**src/rtl/regfile_pkg.sv**
```systemverilog
// Shared widths and write-request payload for the register-file arbiter slice.
package regfile_pkg;

    localparam int unsigned DATA_W   = 16;
    localparam int unsigned ADDR_W   = 3;
    localparam int unsigned NUM_REGS = 8;
    localparam int unsigned CNT_W    = 16;

    typedef struct packed {
        logic              valid;
        logic [ADDR_W-1:0] addr;
        logic [DATA_W-1:0] data;
    } wr_req_t;

endpackage : regfile_pkg

```
**src/rtl/regfile_arbiter_rr_arb2.sv**
```systemverilog
// Two-requester round-robin arbiter: combinational one-hot grant, prio flips on contention.
module rr_arb2 (
    input  logic       clk,
    input  logic       rst_n,
    input  logic       req0,
    input  logic       req1,
    output logic [1:0] gnt
);

    logic prio;

    // Grant is forced low while reset is asserted so no write leaks out.
    always_comb begin
        gnt = 2'b00;
        if (rst_n) begin
            if (req0 && req1) begin
                gnt = prio ? 2'b10 : 2'b01;
            end else if (req0) begin
                gnt = 2'b01;
            end else if (req1) begin
                gnt = 2'b10;
            end
        end
    end

    always_ff @(posedge clk or negedge rst_n) begin
        if (!rst_n) begin
            prio <= 1'b0;
        end else if (req0 && req1) begin
            prio <= ~prio;
        end
    end

endmodule : rr_arb2

```
**src/rtl/regfile_arbiter.sv**
```systemverilog
// Write-port arbiter, read-address pass-through and write-to-read bypass for a
// register file with a one-cycle registered read.
module regfile_arbiter #(
    parameter int unsigned DATA_W = regfile_pkg::DATA_W,
    parameter int unsigned ADDR_W = regfile_pkg::ADDR_W
) (
    input  logic              clk,
    input  logic              rst_n,
    input  logic              wr0_valid,
    input  logic [ADDR_W-1:0] wr0_addr,
    input  logic [DATA_W-1:0] wr0_data,
    output logic              wr0_ready,
    input  logic              wr1_valid,
    input  logic [ADDR_W-1:0] wr1_addr,
    input  logic [DATA_W-1:0] wr1_data,
    output logic              wr1_ready,
    input  logic              rd_req,
    input  logic [ADDR_W-1:0] rd_addr_a,
    input  logic [ADDR_W-1:0] rd_addr_b,
    output logic              rd_valid,
    output logic [DATA_W-1:0] rd_data_a,
    output logic [DATA_W-1:0] rd_data_b,
    output logic              rf_write_enabled,
    output logic [ADDR_W-1:0] rf_addr_dest,
    output logic [DATA_W-1:0] rf_write_data,
    output logic [ADDR_W-1:0] rf_addr_reg_a,
    output logic [ADDR_W-1:0] rf_addr_reg_b,
    input  logic [DATA_W-1:0] rf_out_reg_a,
    input  logic [DATA_W-1:0] rf_out_reg_b,
    output logic [15:0]       conflict_count
);

    import regfile_pkg::*;

    localparam logic [CNT_W-1:0] CNT_MAX = '1;

    logic [1:0]        gnt;
    logic              hit_a;
    logic              hit_b;
    logic              byp_a;
    logic              byp_b;
    logic [DATA_W-1:0] byp_data_a;
    logic [DATA_W-1:0] byp_data_b;
    logic [CNT_W-1:0]  cnt_q;

    rr_arb2 u_arb (
        .clk   (clk),
        .rst_n (rst_n),
        .req0  (wr0_valid),
        .req1  (wr1_valid),
        .gnt   (gnt)
    );

    // Write port: granted requester's fields, wr0's when idle.
    always_comb begin
        wr0_ready        = gnt[0];
        wr1_ready        = gnt[1];
        rf_write_enabled = gnt[0] | gnt[1];
        rf_addr_dest     = gnt[1] ? wr1_addr : wr0_addr;
        rf_write_data    = gnt[1] ? wr1_data : wr0_data;
        rf_addr_reg_a    = rd_addr_a;
        rf_addr_reg_b    = rd_addr_b;
    end

    // A transferring write to a read address hides the file's stale read.
    always_comb begin
        hit_a = rd_req && rf_write_enabled && (rf_addr_dest == rd_addr_a);
        hit_b = rd_req && rf_write_enabled && (rf_addr_dest == rd_addr_b);
    end

    always_ff @(posedge clk or negedge rst_n) begin
        if (!rst_n) begin
            rd_valid   <= 1'b0;
            byp_a      <= 1'b0;
            byp_b      <= 1'b0;
            byp_data_a <= '0;
            byp_data_b <= '0;
        end else begin
            rd_valid <= rd_req;
            byp_a    <= hit_a;
            byp_b    <= hit_b;
            if (hit_a) begin
                byp_data_a <= rf_write_data;
            end
            if (hit_b) begin
                byp_data_b <= rf_write_data;
            end
        end
    end

    always_comb begin
        rd_data_a = '0;
        rd_data_b = '0;
        if (rd_valid) begin
            rd_data_a = byp_a ? byp_data_a : rf_out_reg_a;
            rd_data_b = byp_b ? byp_data_b : rf_out_reg_b;
        end
    end

    // Saturating count of contested cycles.
    always_ff @(posedge clk or negedge rst_n) begin
        if (!rst_n) begin
            cnt_q <= '0;
        end else if (wr0_valid && wr1_valid && (cnt_q != CNT_MAX)) begin
            cnt_q <= cnt_q + CNT_W'(1);
        end
    end

    assign conflict_count = cnt_q;

endmodule : regfile_arbiter

```
**config.mk**
```make
export PLATFORM = sky130hd
export DESIGN_NAME = regfile_arbiter
export DESIGN_NICKNAME = d
export VERILOG_FILES = /design/src/rtl/regfile_pkg.sv /design/src/rtl/regfile_arbiter_rr_arb2.sv /design/src/rtl/regfile_arbiter.sv
export SDC_FILE = /design/constraint.sdc
export NUM_CORES = 1
export LEC_CHECK = 0
export BUFFER_PORTS_ARGS = -buffer_cell sky130_fd_sc_hd__buf_2
export CAP_MARGIN = 20
export CORE_MARGIN = 2
export CORE_UTILIZATION = 46
export CTS_CLUSTER_SIZE = 12
export DETAILED_ROUTE_END_ITERATION = 10
export PLACE_DENSITY = 0.81
export SYNTH_ARGS = -nofsm -noshare
export SYNTH_HDL_FRONTEND = slang
export SYNTH_HIERARCHICAL = 1
export SYNTH_SLANG_ARGS = --single-unit
export TNS_END_PERCENT = 20
```
**constraint.sdc**
```tcl
create_clock -name clk -period 2.8 [get_ports clk]
set_input_delay 0.14 -clock clk [delete_from_list [all_inputs] [get_ports clk]]
set_output_delay 0.14 -clock clk [all_outputs]
set_load 0.03 [all_outputs]
```
==> results.py, run 1 <==
metrics = {
    "worst_setup_path": {
        "rr_worst_depth": 7,
        "crit_slowest_cell": "dlygate4sd3_1",
        "reg2reg_to": "byp_data_b[14]$_DFFE_PN0P_",
        "crit_required_ns": 2.98,
        "r2r_start": "u_arb/prio$_DFFE_PN0P_",
        "arrival_ns": 2.67,
        "crit_fanout": 17,
        "worst-path-buf-inv": 3,
        "endpoint": "byp_data_b[14]$_DFFE_PN0P_",
        "r2r_slack_ns": 0.48,
        "setup.worst_path.end_class": "flip-flop",
        "startpoint": "rst_n",
        "startpoint_type": "primary input",
        "critical_path_class": "in -> reg",
        "crit_family": "buffers and inverters",
        "path_cells": "dlygate4sd3_1 > buf_2 > nand2_1 > a21oi_2 > mux2i_2 > xnor2_1 > nor4b_4 > buf_4 > mux2_2",
        "cpPeakStageDelay_ns": 0.53,
        "cp.depth": 9,
    },
    "detailed_routing": {
        "num_vias": 2590,
        "via_per_inst": 5.243,
        "first_pass_iters": 4,
        "wl_per_cell_um": 15.18,
        "drc": 0,
        "ant_nets": 0,
        "routed_wl_um": 7501,
        "drtIter0Drc": 76,
    },
    "synth": {
        "synth_seq_cells": 52,
        "yosysSeqAreaShare_pct": 42.48,
        "synth_top_area_cell": "dfrtp_1",
        "yosysTopAreaCellShare_pct": 42.48,
        "synthCells": 262,
        "synth_area_per_cell_um2": 11.69,
        "synth_common_cells": "dfrtp_1 (52), mux2_2 (49), nor2b_1 (34)",
        "synth_cell_types": 37,
        "post-synth-top-count-cell": "dfrtp_1",
        "synthesis.area_um2": 3063,
        "synth.net_count": 344,
        "synth_ff_type": "dfrtp_1",
        "synth_area_leaders": "dfrtp_1 (42%), mux2_2 (18%), mux2i_1 (11%), nor2b_1 (6.9%), xnor2_1 (4.9%)",
        "synth_edf_count": 0,
        "synthArstFlopShare_pct": 100.0,
        "yosysWarnings": 6,
    },
    "floorplan": {
        "coreArea_um2": 6386,
        "die_y_um": 85.60,
        "ioPinCount": 158,
        "rows": 29,
        "die_w_um": 85.60,
        "start_util_pct": 47.96,
        "dieArea_um2": 7327,
    },
    "grt": {
        "grt_max_degree": 50,
        "grt_usage_pct": 19.92,
        "antenna_found_initial": 0,
        "grt_pass1_wl_um": 11800,
        "globalRouteOverflowTotal": 0,
        "grt_pass1_vias": 2549,
    },
    "power": {
        "p_leak_uw": 0.001939,
        "finalPower_uw": 2658,
        "p_per_area_nw_per_um2": 661.9,
        "vdd_drop_max_uv": 536.4,
    },
    "cts": {
        "cts_buffers": 5,
        "root_buffer": "clkbuf_8",
        "h-tree-depth": 2,
        "clk_pin_slew_ns": 0.09,
        "clock_sinks": 52,
        "clk_latency_ns": 0.30,
        "cts_max_path_buffers": 2,
        "cts_tree": "done",
    },
    "sta": {
        "hold_ws_ns": 0.1533,
        "setup_violations": 0,
        "max_freq_mhz": 402.0,
        "hold_violations": 0,
        "tns_ns": 0,
        "min_period_ns": 2.488,
        "period_share_pct": 88.84,
        "slew_viol_final": 0,
        "fin_ws_ns": 0.3125,
        "max-slew-margin-rel_pct": 39.04,
        "rsz0062_at_grt": "no",
        "skew_ns": 0.005564,
        "tightest_slew_ns": 0.9144,
    },
    "placed_design": {
        "place.detailed.hpwl_um": 5830,
        "post-place-ws_ns": 0.4789,
        "gp_congestion": 0.7743,
        "portBuffers": 157,
    },
    "cells_and_area": {
        "drive_gt1_share_pct": 53.72,
        "multi_input_area_um2": 1652,
        "seqCellArea_um2": 1301,
        "areaGrowthSynthToFinish_pct": 31.09,
        "nets": 498,
        "n_antenna_cell": 0,
        "fillers": 543,
        "post-route-util_pct": 62.87,
    },
    "status": {
        "status": "finished clean",
    },
    "job": {
        "max_cap_violations": 0,
    },
    "hold_path": {
        "hp-class": "in -> reg",
    },
}
==> layout make-up <==
type	count	area share, %
clock buffers	6	1.807
inverters	3	0.2805
flip-flops and latches	52	32.41
multi-input cells	190	41.13
clock inverters	2	0.9660
repair buffers	164	21.00
well taps	77	2.400
==> cell usage in the layout, fill, tap and decap left out, drive strengths merged, types with 4 or more instances in the layout <==
master	netlist	layout
nand2	7	7
nand3	9	9
nor2b	34	34
dfrtp	52	52
mux2	50	50
clkbuf	7	6
xnor2	17	17
xor2	4	4
nand4	4	4
mux2i	34	34
buf	10	162
inv	3	4
==> stage by stage <==
stage	cell area, um^2	cells
floorplan	3063	262
global placement	3884	484
detailed placement	3884	484
CTS	4015	494
global route	4015	494
finish	4015	494
==> worst min path at each step <==
stage	cells after the start	end	startpoint	slack (ns)
after CTS	3	u_arb/prio$_DFFE_PN0P_	wr1_valid	0.15
after global placement	1	conflict_count[0]$_DFFE_PN0P_	rst_n	-0.03
after detailed placement	1	conflict_count[1]$_DFFE_PN0P_	rst_n	-0.03
final	3	u_arb/prio$_DFFE_PN0P_	wr1_valid	0.15
after global routing	3	u_arb/prio$_DFFE_PN0P_	wr1_valid	0.16
after floorplan	0	byp_a$_DFF_PN0_	rst_n	-0.16
==> worst min-delay path, delay by kind of cell <==
family	cells	cell delay (ns)
and+or+nand+nor	1	0.09
buffers and inverters	1	0.13
xor gates and xnor gates	1	0.06
==> where the power goes <==
group | internal [uW] | total [uW] | switching (uW) | leakage (uW)
Combinational | 422 | 913 | 491 | 0.00122
Sequential | 1020 | 1240 | 214 | 0.000665
Clock | 270 | 506 | 236 | 0.0000558
==> layer usage <==
metal / part of all wire [%] / wire length (um) / GRT usage [%] / up-vias
met5: 0 / 0 / 0 / -
met4: 1.1 / 82 / 4.906 / 0
met3: 8.0 / 600 / 3.657 / 8
met2: 51 / 3856 / 36.79 / 123
met1: 39 / 2961 / 23.91 / 1229
li1: - / - / - / 1230
==> state kept, by name, indices dropped and copies added (netlist names) <==
signal          flops
byp_a               1
rd_valid            1
u_arb/prio          1
byp_data_a         16
conflict_count     16
byp_b               1
byp_data_b         16
==> kinds of logic after synthesis <==
logic type / share of synthesized area [%]
fa+ha+maj: 0.4084
mux: 29.62
compound gates: 2.206
simple gates: 15.56
flops: 42.48
xor+xnor: 6.005
buf+inv: 3.717
==> repair_timing <==
action | CTS | global route
buffers inserted | 0 | 0
hold buffers | 2 | 0
setup endpoints to repair | 0 | 0
gates resized for setup | 0 | 0
endpoints found under the hold margin | 4 | 0
(Power assumes the default switching activity.)
==> run 2, diff against run 1 <==
--- a/config.mk
+++ b/config.mk
@@ -7,11 +7,14 @@
 export LEC_CHECK = 0
 export BUFFER_PORTS_ARGS = -buffer_cell sky130_fd_sc_hd__buf_2
 export CAP_MARGIN = 20
+export CELL_PAD_IN_SITES_DETAIL_PLACEMENT = 0
+export CELL_PAD_IN_SITES_GLOBAL_PLACEMENT = 1
+export CORE_ASPECT_RATIO = 1.75
 export CORE_MARGIN = 2
-export CORE_UTILIZATION = 46
+export CORE_UTILIZATION = 34
 export CTS_CLUSTER_SIZE = 12
 export DETAILED_ROUTE_END_ITERATION = 10
-export PLACE_DENSITY = 0.81
+export PLACE_DENSITY_LB_ADDON = 0.1
 export SYNTH_ARGS = -nofsm -noshare
 export SYNTH_HDL_FRONTEND = slang
 export SYNTH_HIERARCHICAL = 1
==> run 2 against run 1 <==
Power up 3.9%. Clock power up 21%. Sequential power about the same. Fmax down 2.8%. Sequential cell count unchanged. Sequential share of layout area down 1.0 points. Routed wire length up 12%. Non-clock buffer count up 3. Via count down 2.8%. First-iteration DRC count down 3.9%. Utilization down 15 points. Largest cell class unchanged. Highest routed layer unchanged.
==> results.py, run 2 (synthesis gave the netlist of run 1 again) <==
metrics = {
    "worst_setup_path": {
        "endpoint": "byp_data_b[3]$_DFFE_PN0P_",
        "r2r_start": "u_arb/prio$_DFFE_PN0P_",
        "cpPeakStageDelay_ns": 0.52,
        "r2r_slack_ns": 0.59,
        "crit_fanout": 12,
        "reg2reg_to": "byp_data_b[3]$_DFFE_PN0P_",
        "setup.worst_path.end_class": "flip-flop",
        "critical_path_class": "in -> reg",
        "rr_worst_depth": 7,
        "startpoint_type": "primary input",
        "arrival_ns": 2.74,
        "crit_family": "buffers and inverters",
        "crit_required_ns": 2.98,
        "startpoint": "rst_n",
        "path_cells": "dlygate4sd3_1 > buf_2 > nand2_1 > a21oi_4 > mux2i_2 > xnor2_1 > nor4b_4 > buf_4 > mux2_2",
        "crit_slowest_cell": "dlygate4sd3_1",
        "worst-path-buf-inv": 3,
        "cp.depth": 9,
    },
    "cells_and_area": {
        "areaGrowthSynthToFinish_pct": 35.42,
        "n_antenna_cell": 0,
        "final_cell_mix": "buf_2 (157), dfrtp_1 (52), mux2_2 (49), nor2b_1 (34), mux2i_1 (32)",
        "nets": 501,
        "drive_gt1_share_pct": 54.52,
        "post-route-util_pct": 47.53,
        "final_common_cell": "buf_2",
    },
    "sta": {
        "min_period_ns": 2.560,
        "hold_violations": 0,
        "skew_ns": 0.002740,
        "rsz0062_at_grt": "no",
        "period_share_pct": 91.43,
        "tns_ns": 0,
        "max_freq_mhz": 390.6,
        "setup_violations": 0,
        "slew_viol_final": 0,
        "max-slew-margin-rel_pct": 37.68,
        "tightest_slew_ns": 0.9349,
    },
    "cts": {
        "cts_max_path_buffers": 2,
        "clock_sinks": 52,
        "cts_buffers": 5,
        "cts_tree": "done",
        "root_buffer": "clkbuf_16",
        "clk_pin_slew_ns": 0.07,
        "h-tree-depth": 2,
        "clk_latency_ns": 0.29,
    },
    "status": {
        "status": "finished clean",
    },
    "grt": {
        "globalRouteOverflowTotal": 0,
        "antenna_found_initial": 0,
        "grt_usage_pct": 17.42,
        "grt_pass1_vias": 2561,
        "grt_pass1_wl_um": 12670,
        "grt_max_degree": 44,
    },
    "power": {
        "p_leak_uw": 0.001978,
        "vdd_drop_max_uv": 471.5,
        "p_per_area_nw_per_um2": 665.8,
    },
    "floorplan": {
        "dieArea_um2": 9814,
        "ioPinCount": 158,
        "start_util_pct": 35.10,
        "rows": 45,
        "coreArea_um2": 8727,
        "die_w_um": 75.75,
        "die_y_um": 129.6,
    },
    "hold_path": {
        "hp-class": "in -> reg",
    },
    "job": {
        "max_cap_violations": 0,
    },
    "placed_design": {
        "portBuffers": 157,
        "place.detailed.hpwl_um": 6638,
        "gp_congestion": 0.7849,
    },
    "detailed_routing": {
        "first_pass_iters": 4,
        "via_per_inst": 4.687,
        "num_vias": 2517,
        "wl_per_cell_um": 15.60,
        "routed_wl_um": 8379,
        "ant_nets": 0,
        "drtIter0Drc": 73,
        "drc": 0,
    },
}
## run 2: repair_timing
item	CTS	global route
setup endpoints to repair	0	12
hold endpoints to repair	10	0
buffers inserted	0	2
hold buffers	2	0
resized for setup	0	1
## run 2: how the worst min path moves through the flow
stage,from,end,slack [ns],depth (start not counted)
6_report,wr1_valid,u_arb/prio$_DFFE_PN0P_,0.16,3
3_5_place_dp,rst_n,conflict_count[7]$_DFFE_PN0P_,0.05,1
4_1_cts,wr1_valid,u_arb/prio$_DFFE_PN0P_,0.15,3
2_1_floorplan,rst_n,byp_a$_DFF_PN0_,-0.16,0
5_1_grt,wr1_valid,u_arb/prio$_DFFE_PN0P_,0.17,3
3_3_place_gp,rst_n,conflict_count[7]$_DFFE_PN0P_,0.05,1
## run 2: per-stage QoR
stage | cells | power [uW] | setup WS, ns | hold slack [ns] | instance area (um^2)
floorplan | 262 | 1850 | 0.02187 | -0.1556 | 3063
global placement | 525 | 2159 | 0.3898 | 0.05308 | 3961
detailed placement | 525 | 2184 | 0.3144 | 0.05463 | 3961
CTS | 535 | 2809 | 0.06830 | 0.1516 | 4129
global route | 537 | 2948 | 0.05721 | 0.1658 | 4148
finish | 537 | 2762 | 0.2398 | 0.1583 | 4148
## run 2: per-layer routing
layer	track usage [%]	share of wire, %	vias to the layer above
met5	0	0	-
met2	33.16	57	87
met3	3.344	5.0	6
met1	18.53	36	1195
met4	4.954	1.1	0
li1	-	-	1229
## run 2: power by group
part	total [uW]	switching (uW)	internal, uW
combinational	925	498	427
sequential	1230	199	1030
clock	611	277	334
## run 2: layout make-up
cell class	count	area (um^2)
sequential	52	1301
inverter	3	11.26
fill	844	4579
clock inverter	3	22.52
clock buffer	5	125.1
timing repair buffer	167	878.3
tap	117	146.4
multi-input combinational	190	1663
## run 2: tightest hold or removal path: cells and delay by family
kind / cells / cell delay (ns)
XOR/XNOR: 1 / 0.06
AND/OR/NAND/NOR: 1 / 0.08
buffers and inverters: 1 / 0.13
==> run 3, diff against run 2 <==
--- a/config.mk
+++ b/config.mk
@@ -11,9 +11,10 @@
 export CELL_PAD_IN_SITES_GLOBAL_PLACEMENT = 1
 export CORE_ASPECT_RATIO = 1.75
 export CORE_MARGIN = 2
-export CORE_UTILIZATION = 34
+export CORE_UTILIZATION = 37
 export CTS_CLUSTER_SIZE = 12
 export DETAILED_ROUTE_END_ITERATION = 10
+export GPL_ROUTABILITY_DRIVEN = 0
 export PLACE_DENSITY_LB_ADDON = 0.1
 export SYNTH_ARGS = -nofsm -noshare
 export SYNTH_HDL_FRONTEND = slang
==> constraint.sdc (replaced) <==
create_clock -name clk -period 3.01 [get_ports clk]
set_input_delay 0.1505 -clock clk [delete_from_list [all_inputs] [get_ports clk]]
set_output_delay 0.1505 -clock clk [all_outputs]
set_load 0.03 [all_outputs]
==> run 3 against run 2 <==
Register-to-register slack improved by 0.21 ns. Sequential power fell by 7%. Via count increased by 1.2%. Utilization increased by 4.1 points. Clock skew increased by 0.0020 ns. Worst setup slack better by 0.27 ns. Clock-buffer cell count up 2. Combinational power shrank 8.1%. Worst hold slack better by 0.020 ns.
==> results.py, run 3 (synthesis gave the netlist of run 1 again) <==
metrics = {
    "status": {
        "status": "finished clean",
    },
    "cts": {
        "cts_resized": 0,
        "clk_latency_ns": 0.28,
        "cts_max_path_buffers": 2,
        "clk_pin_slew_ns": 0.06,
        "cts_buffers": 5,
        "clock_sinks": 52,
        "root_buffer": "clkbuf_16",
        "h-tree-depth": 2,
        "cts_tree": "done",
    },
    "cells_and_area": {
        "post-route-util_pct": 51.62,
        "n_antenna_cell": 0,
        "areaGrowthSynthToFinish_pct": 34.19,
        "drive_gt1_share_pct": 53.96,
        "final_cell_mix": "buf_2 (157), dfrtp_1 (52), mux2_2 (49), nor2b_1 (34), mux2i_1 (33)",
        "final_common_cell": "buf_2",
        "finalNonFillerCells": 507,
        "seqCellArea_um2": 1301,
        "multi_input_area_um2": 1659,
        "nets": 498,
        "fillers": 742,
    },
    "worst_setup_path": {
        "setup.worst_path.end_class": "flip-flop",
        "startpoint_type": "primary input",
        "crit_required_ns": 3.18,
        "critical_path_class": "in -> reg",
        "arrival_ns": 2.67,
        "r2r_start": "u_arb/prio$_DFFE_PN0P_",
        "reg2reg_to": "byp_data_a[12]$_DFFE_PN0P_",
        "crit_fanout": 17,
        "rr_worst_depth": 7,
        "r2r_slack_ns": 0.80,
    },
    "grt": {
        "grt_pass1_wl_um": 12830,
        "grt_max_degree": 49,
        "antenna_found_initial": 0,
        "grt_usage_pct": 18.44,
        "grt_pass1_vias": 2572,
        "globalRouteOverflowTotal": 0,
    },
    "floorplan": {
        "ioPinCount": 158,
        "die_w_um": 72.78,
        "rows": 43,
        "start_util_pct": 38.47,
        "dieArea_um2": 9050,
        "die_y_um": 124.4,
        "coreArea_um2": 7963,
    },
    "sta": {
        "hold_ws_ns": 0.1781,
        "skew_ns": 0.004738,
        "slew_viol_final": 0,
        "max_freq_mhz": 400.0,
        "max-slew-margin-rel_pct": 34.01,
        "rsz0062_at_grt": "no",
        "min_period_ns": 2.500,
        "period_share_pct": 83.07,
        "hold_violations": 0,
        "fin_ws_ns": 0.5097,
        "tightest_slew_ns": 0.9898,
        "tns_ns": 0,
        "setup_violations": 0,
    },
    "power": {
        "p_leak_uw": 0.001974,
        "vdd_drop_max_uv": 397.1,
        "p_per_area_nw_per_um2": 650.2,
    },
    "detailed_routing": {
        "wl_per_cell_um": 16.41,
        "num_vias": 2546,
        "drc": 0,
        "first_pass_iters": 3,
        "via_per_inst": 5.022,
        "ant_nets": 0,
        "routed_wl_um": 8321,
        "drtIter0Drc": 84,
    },
    "placed_design": {
        "portBuffers": 157,
        "place_inst": 497,
        "post-place-ws_ns": 0.7872,
        "place.detailed.hpwl_um": 6486,
    },
    "hold_path": {
        "hp-class": "in -> reg",
        "min-delay-start": "wr1_valid",
        "whs_path_depth": 3,
        "worstHoldEndpoint": "u_arb/prio$_DFFE_PN0P_",
    },
    "job": {
        "max_cap_violations": 0,
    },
}
==> run 3: layer usage <==
layer / wire, um / global-route usage [%] / up-vias
li1: - / - / 1230
met1: 2958 / 18.69 / 1215
met2: 4715 / 35.83 / 90
met3: 499 / 3.398 / 11
met4: 146 / 5.991 / 0
met5: 0 / 0 / -
==> run 3: worst max-delay path: stages <==
cell,delay (ns)
dlygate4sd3_1,0.57
buf_2,0.21
nand2_1,0.11
a21oi_4,0.19
mux2i_1,0.38
xnor2_1,0.15
nor4b_4,0.23
buf_4,0.30
mux2_2,0.37
==> run 3: how the worst max path moves through the flow <==
stage | slack [ns] | from | depth (start not counted) | endpoint
after floorplan | 0.23 | u_arb/prio$_DFFE_PN0P_ | 7 | byp_data_b[10]$_DFFE_PN0P_
after global placement | 0.89 | rst_n | 8 | byp_data_b[14]$_DFFE_PN0P_
after detailed placement | 0.79 | u_arb/prio$_DFFE_PN0P_ | 7 | byp_data_a[12]$_DFFE_PN0P_
after CTS | 0.46 | rst_n | 9 | byp_data_a[12]$_DFFE_PN0P_
after global routing | 0.30 | rst_n | 9 | byp_data_a[12]$_DFFE_PN0P_
final | 0.51 | rst_n | 9 | byp_data_a[12]$_DFFE_PN0P_
==> run 3: layout make-up <==
cell class	count	share of cell area, %
Sequential cell	52	31.66
Clock buffer	7	3.714
Timing Repair Buffer	164	20.52
Multi-Input combinational cell	190	40.37
Inverter	3	0.2740
Clock inverter	1	0.7306
Tap cell	90	2.740
==> run 3: report_power, final <==
group	leakage, uW	switching (uW)	internal, uW
registers	0.000665	190	955
logic	0.00122	456	394
clock network	0.0000901	239	438
==> run 3: stage by stage <==
stage	power [uW]	area, um^2
final	2672	4110
after global routing	2822	4110
after CTS	2716	4110
after detailed placement	2027	3908
after global placement	2004	3908
after floorplan	1721	3063
==> run 3: what timing repair did <==
item / CTS / global route
endpoints found under the hold margin: 5 / 0
hold buffers: 2 / 0
buffers inserted: 0 / 0
